File: src/rtl/seq_mult_if.sv
// seq_mult_if: operand/result handshake bundle for the sequential multiplier.
// The master side issues operands and consumes the product; the slave side
// is the multiplier itself.
interface seq_mult_if #(
    parameter int WIDTH = 4
) ();

    // Operand channel
    logic               in_valid;
    logic               in_ready;
    logic [WIDTH-1:0]   a;
    logic [WIDTH-1:0]   b;
    logic               signed_mode;

    // Result channel
    logic               out_valid;
    logic               out_ready;
    logic [2*WIDTH-1:0] product;

    // Status
    logic               busy;

    modport master (
        output in_valid, a, b, signed_mode, out_ready,
        input  in_ready, out_valid, product, busy
    );

    modport slave (
        input  in_valid, a, b, signed_mode, out_ready,
        output in_ready, out_valid, product, busy
    );

endinterface

File: src/rtl/seq_mult.sv
// seq_mult: radix-2 sequential shift-add multiplier, unsigned or two's-complement.
// Signed operands are reduced to magnitudes on capture, multiplied unsigned over
// exactly WIDTH cycles, and the result sign is applied when the product is loaded.
module seq_mult #(
    parameter int WIDTH = 4
) (
    input  logic      clk,
    input  logic      rst,
    seq_mult_if.slave bus
);

    localparam int PW = 2 * WIDTH;
    localparam int CW = $clog2(WIDTH + 1);

    localparam logic [CW-1:0]    CNT_LAST = CW'(WIDTH - 1);
    localparam logic [CW-1:0]    CNT_ONE  = CW'(1);
    localparam logic [WIDTH-1:0] W_ONE    = WIDTH'(1);

    typedef enum logic [1:0] {
        IDLE = 2'd0,
        CALC = 2'd1,
        DONE = 2'd2
    } state_e;

    state_e           state_q,     state_d;
    logic [PW-1:0]    mcand_q,     mcand_d;     // multiplicand, shifted left each step
    logic [WIDTH-1:0] mplier_q,    mplier_d;    // multiplier, consumed LSB-first
    logic [PW-1:0]    acc_q,       acc_d;       // running partial-product sum
    logic [CW-1:0]    cnt_q,       cnt_d;       // steps already performed
    logic             neg_q,       neg_d;       // result must be negated
    logic [PW-1:0]    product_q,   product_d;
    logic             in_ready_q,  in_ready_d;
    logic             out_valid_q, out_valid_d;
    logic             busy_q,      busy_d;

    logic [PW-1:0]    acc_step;                 // accumulator after this cycle's step
    logic [WIDTH-1:0] a_mag;
    logic [WIDTH-1:0] b_mag;

    // Unsigned magnitude of a two's-complement value; the most-negative value
    // maps to 2^(WIDTH-1), which still fits because the result is unsigned.
    function automatic logic [WIDTH-1:0] magnitude(input logic [WIDTH-1:0] x);
        return x[WIDTH-1] ? (~x + W_ONE) : x;
    endfunction

    // Operand conditioning and one shift-add step, shared by the next-state logic.
    always_comb begin
        a_mag    = bus.signed_mode ? magnitude(bus.a) : bus.a;
        b_mag    = bus.signed_mode ? magnitude(bus.b) : bus.b;
        acc_step = acc_q + (mplier_q[0] ? mcand_q : '0);
    end

    // Next-state and datapath update for the IDLE -> CALC -> DONE sequence.
    always_comb begin
        // NOTE: every variable gets its hold value first so no path through the
        // case below leaves one unassigned, which would infer a latch.
        state_d   = state_q;
        mcand_d   = mcand_q;
        mplier_d  = mplier_q;
        acc_d     = acc_q;
        cnt_d     = cnt_q;
        neg_d     = neg_q;
        product_d = product_q;

        unique case (state_q)
            IDLE: begin
                if (bus.in_valid) begin
                    mcand_d  = {{WIDTH{1'b0}}, a_mag};
                    mplier_d = b_mag;
                    neg_d    = bus.signed_mode & (bus.a[WIDTH-1] ^ bus.b[WIDTH-1]);
                    acc_d    = '0;
                    cnt_d    = '0;
                    state_d  = CALC;
                end
            end
            CALC: begin
                acc_d    = acc_step;
                mcand_d  = mcand_q << 1;
                mplier_d = mplier_q >> 1;
                cnt_d    = cnt_q + CNT_ONE;
                if (cnt_q == CNT_LAST) begin
                    product_d = neg_q ? -acc_step : acc_step;
                    state_d   = DONE;
                end
            end
            DONE: begin
                if (bus.out_ready) begin
                    state_d = IDLE;
                end
            end
            default: begin
                state_d = IDLE;
            end
        endcase

        // Status outputs are registered, so derive them from the next state.
        in_ready_d  = (state_d == IDLE);
        out_valid_d = (state_d == DONE);
        busy_d      = (state_d == CALC);
    end

    // State and datapath registers with asynchronous reset to an idle block.
    always_ff @(posedge clk or posedge rst) begin
        if (rst) begin
            // NOTE: the accumulator and operand registers are ordinary flops, not
            // a memory array, so they are cleared here like the control state.
            state_q     <= IDLE;
            mcand_q     <= '0;
            mplier_q    <= '0;
            acc_q       <= '0;
            cnt_q       <= '0;
            neg_q       <= 1'b0;
            product_q   <= '0;
            in_ready_q  <= 1'b1;
            out_valid_q <= 1'b0;
            busy_q      <= 1'b0;
        end else begin
            // NOTE: non-blocking assignments so every flop samples the values
            // computed before this edge, independent of statement order.
            state_q     <= state_d;
            mcand_q     <= mcand_d;
            mplier_q    <= mplier_d;
            acc_q       <= acc_d;
            cnt_q       <= cnt_d;
            neg_q       <= neg_d;
            product_q   <= product_d;
            in_ready_q  <= in_ready_d;
            out_valid_q <= out_valid_d;
            busy_q      <= busy_d;
        end
    end

    assign bus.in_ready  = in_ready_q;
    assign bus.out_valid = out_valid_q;
    assign bus.busy      = busy_q;
    assign bus.product   = product_q;

endmodule
File: src/flat_wrapper.sv
// flat-port wrapper written by rule: the top's interface ports become plain ports
module seq_mult_flat 
#(
    parameter int WIDTH = 4
)
  (clk, rst, bus_in_valid, bus_a, bus_b, bus_signed_mode, bus_out_ready, bus_in_ready, bus_out_valid, bus_product, bus_busy);
  seq_mult_if #(.WIDTH(WIDTH)) bus_i ();
  input  logic clk;
  input  logic rst;
  input wire logic [$bits(bus_i.in_valid)-1:0] bus_in_valid;
  input wire logic [$bits(bus_i.a)-1:0] bus_a;
  input wire logic [$bits(bus_i.b)-1:0] bus_b;
  input wire logic [$bits(bus_i.signed_mode)-1:0] bus_signed_mode;
  input wire logic [$bits(bus_i.out_ready)-1:0] bus_out_ready;
  output wire logic [$bits(bus_i.in_ready)-1:0] bus_in_ready;
  output wire logic [$bits(bus_i.out_valid)-1:0] bus_out_valid;
  output wire logic [$bits(bus_i.product)-1:0] bus_product;
  output wire logic [$bits(bus_i.busy)-1:0] bus_busy;
  assign bus_i.in_valid = bus_in_valid;
  assign bus_i.a = bus_a;
  assign bus_i.b = bus_b;
  assign bus_i.signed_mode = bus_signed_mode;
  assign bus_i.out_ready = bus_out_ready;
  assign bus_in_ready = bus_i.in_ready;
  assign bus_out_valid = bus_i.out_valid;
  assign bus_product = bus_i.product;
  assign bus_busy = bus_i.busy;
  seq_mult #(.WIDTH(WIDTH)) u_core (.clk(clk), .rst(rst), .bus(bus_i));
endmodule
File: config.mk
export PLATFORM = sky130hd
export DESIGN_NAME = seq_mult_flat
export DESIGN_NICKNAME = d
export VERILOG_FILES = /design/src/rtl/seq_mult_if.sv /design/src/rtl/seq_mult.sv /design/src/flat_wrapper.sv
export SDC_FILE = /design/constraint.sdc
export NUM_CORES = 1
export LEC_CHECK = 0
export CAP_MARGIN = 0
export CORE_ASPECT_RATIO = 0.8
export CORE_MARGIN = 1.5
export CORE_UTILIZATION = 55
export DETAILED_ROUTE_END_ITERATION = 8
export PLACE_DENSITY_LB_ADDON = 0.08
export REMOVE_ABC_BUFFERS = 1
export SYNTH_ARGS = -nofsm -noshare
export SYNTH_HDL_FRONTEND = slang
export SYNTH_SLANG_ARGS = --single-unit
File: constraint.sdc
create_clock -name clk -period 3.4 [get_ports clk]
set_input_delay 0.34 -clock clk [delete_from_list [all_inputs] [get_ports clk]]
set_output_delay 0.34 -clock clk [all_outputs]
set_load 0.02 [all_outputs]
==> impl_metrics.tcl <==
set metrics [dict create \
    end_kind "flop" \
    clkSlewWorstSetupHoldPaths_ps 70 \
    min_path_type "primary input to async pin" \
    max_cap_viol_count 0 \
    crit_type "flop to flop" \
    grt_overflow 0 \
    synth_cell_types 37 \
    nets 257 \
    crit_fanout 9 \
    required_ps 3550 \
    grt_pass1_vias 1476 \
    rsz0062_at_grt "no" \
    core_area_um2 3470 \
    synthCells 204 \
    htree_levels 2 \
    wl_per_cell_um 14.3 \
    clockRootBuffer "clkbuf_8" \
    drv_slew 0 \
    outcome "finished clean" \
    ys_warn_count 0 \
    reg2reg_depth 9 \
    dr.pass1.iters 4 \
    ys_seq_elements 37 \
    finalCritPeriodShare_pct 84.6 \
    setup_viol_count_final 0 \
    cts_setup_buffers 0 \
    cp.arrival_ps 3030 \
    cts_resized 0 \
    ant_nets 0 \
    antenna_found_initial 0 \
    cts_tree "yes" \
    tns_ps 0 \
    hold_violations 0 \
    grt_max_degree 38 \
    placed_area_um2 2290 \
    avgSynthCellArea_um2 9.91 \
    synth-edff-count 0 \
    place_inst 266 \
    numCtsBuffers 5 \
    power.density_nw_per_um2 847 \
    final_cell_mix "dfrtp_1 (36), nand2_1 (29), clkdlybuf4s50_1 (23), o21ai_0 (20)" \
    groute.usage.overall_pct 21.4 \
    worstMarginPinSlew_ps 519 \
    finalCriticalPeriod_ps 2880 \
    stdcell_area_um2 2390 \
    first_iter_violations 103 \
    clock_sinks 37 \
    finClkSkew_ps 5.20 \
    drt-total-wl_mm 3.92 \
    final_common_cell "dfrtp_1" \
    die_x_um 70.8 \
    io_buffers 23 \
    fmax_ghz 0.347 \
    max-clock-path-buffers 2 \
    peakVddDrop_mv 0.489 \
    p_leak_nw 1.13 \
    n_antenna_cell 0 \
    synth-seq-area-share_pct 45.9 \
    synth-main-ff-cell "dfrtp_1" \
    r2r-start "u_core.mplier_q[0]$_DFFE_PP0P_" \
    clk_latency_ps 280 \
    io_pins 24 \
    die_h_um 57.2 \
    postCtsHoldBufs 0 \
    dieArea_um2 4050 \
    num_vias 1567 \
    drive_gt1_share_pct 9.48 \
    async_flop_share_pct 100 \
    start_util_pct 58.3 \
    syn_to_final_growth_pct 18.4 \
    vias_per_cell 5.72 \
    synth_area_um2 2020 \
    slew_headroom_pct 65.3 \
    drc 0 \
    worstSetupStartpoint "u_core.mplier_q[0]$_DFFE_PP0P_" \
    start_kind "flop" \
    stdcell_count 274 \
    fillerInstances 283 \
    rows 19 \
    grt_pass1_wl_mm 6.74 \
    place_hpwl_mm 2.88 \
    gp_congestion 0.867 \
]
-- layer usage --
layer  vias to the layer above  share of wire, %  wire length [um]  global-route usage [%]
met5                         -                 0                 0                       0
met4                         0              0.41                16                    4.04
met3                         2               4.0               158                    6.36
met2                        26                47              1840                    34.0
met1                       766                49              1910                    29.6
li1                        773                 -                 -                       -
-- worst paths after layout --
| check | endpoint | slack (ps) |
|---|---|---|
| min in group clk | u_core.bus.product[5]$_DFFE_PP0P_ | 480 |
| max in group asynchronous | u_core.bus.in_ready$_DFF_PP1_ | 2580 |
| worst max register to register | u_core.bus.product[7]$_DFFE_PP0P_ | 520 |
| worst min-delay path | u_core.cnt_q[1]$_DFFE_PP0P_ | 470 |
| worst min register to register | u_core.bus.product[5]$_DFFE_PP0P_ | 480 |
| worst max-delay path | u_core.bus.product[7]$_DFFE_PP0P_ | 520 |
-- through the flow --
stage / hold WS [ps] / power (mW) / setup WS (ps) / utilization, %
2_1_floorplan: 450 / 1.39 / 762 / -
3_3_place_gp: 461 / 1.67 / 626 / 66.1
3_5_place_dp: 470 / 1.70 / 565 / 66.1
4_1_cts: 486 / 2.04 / 543 / 69.0
5_1_grt: 518 / 2.19 / 347 / 69.0
6_report: 474 / 2.03 / 522 / 69.0
-- critical path: stages, from the launching register on --
cell,delay [ps]
dfrtp_1,460
and2_1,200
ha_1,220
fa_1,430
a211oi_2,300
nor4b_1,110
or4_4,550
o41ai_2,250
xor2_1,170
o21ai_1,70
-- kinds of logic (layout without fill, tap and decap cells) --
group                    count (synthesis)  in the layout  share of synthesized area (%)
buffers and inverters                   17             45                           3.53
XOR/XNOR                                14             14                           6.06
AND/OR/NAND/NOR                         61             61                           14.5
AO/OA/AOI/OAI                           60             60                           20.7
flip-flops                              37             37                           45.9
adder cells (fa/ha/maj)                 13             13                           8.42
multiplexers                             2              2                          0.990
-- final cells by class --
type / instances / area (um2) / area share (%)
Clock inverter: 1 / 5.00 / 0.209
Clock buffer: 7 / 96.3 / 4.02
Inverter: 12 / 45.0 / 1.88
Multi-Input combinational cell: 150 / 1020 / 42.7
Timing Repair Buffer: 25 / 245 / 10.2
Tap cell: 42 / 52.6 / 2.19
Sequential cell: 37 / 927 / 38.7
-- flip-flops by register name, indices dropped and copies added (netlist names) --
name / count
u_core.state_q: 2
u_core.bus.product: 8
u_core.neg_q: 1
u_core.mplier_q: 4
u_core.acc_q: 8
u_core.bus.busy: 1
u_core.bus.in_ready: 1
u_core.cnt_q: 3
u_core.mcand_q: 8
u_core.bus.out_valid: 1
-- synthesized netlist by cell type (all sizes together) (2+ instances only) --
| master | count | area, um2 |
|---|---|---|
| dfrtp | 36 | 901 |
| nand2 | 29 | 109 |
| o21ai | 22 | 110 |
| ha | 12 | 150 |
| inv | 12 | 45.0 |
| a22o | 11 | 97.6 |
| nor2 | 11 | 41.3 |
| xor2 | 11 | 96.3 |
| a21oi | 8 | 40.0 |
| a22oi | 7 | 52.6 |
| and2 | 7 | 43.8 |
| clkbuf | 4 | 15.0 |
| nand3 | 3 | 15.0 |
| xnor2 | 3 | 26.3 |
| a21o | 2 | 15.0 |
| and2b | 2 | 17.5 |
| and3 | 2 | 15.0 |
| mux2i | 2 | 20.0 |
| nor2b | 2 | 12.5 |
| o21bai | 2 | 15.0 |
| o31ai | 2 | 15.0 |
| o41ai | 2 | 25.0 |
-- where the power goes --
part,internal (mW),total (mW),switching (mW)
clock,0.183,0.330,0.147
sequential,0.620,0.760,0.139
combinational,0.420,0.938,0.518
Note: power is estimated with default switching activity, not from simulation.
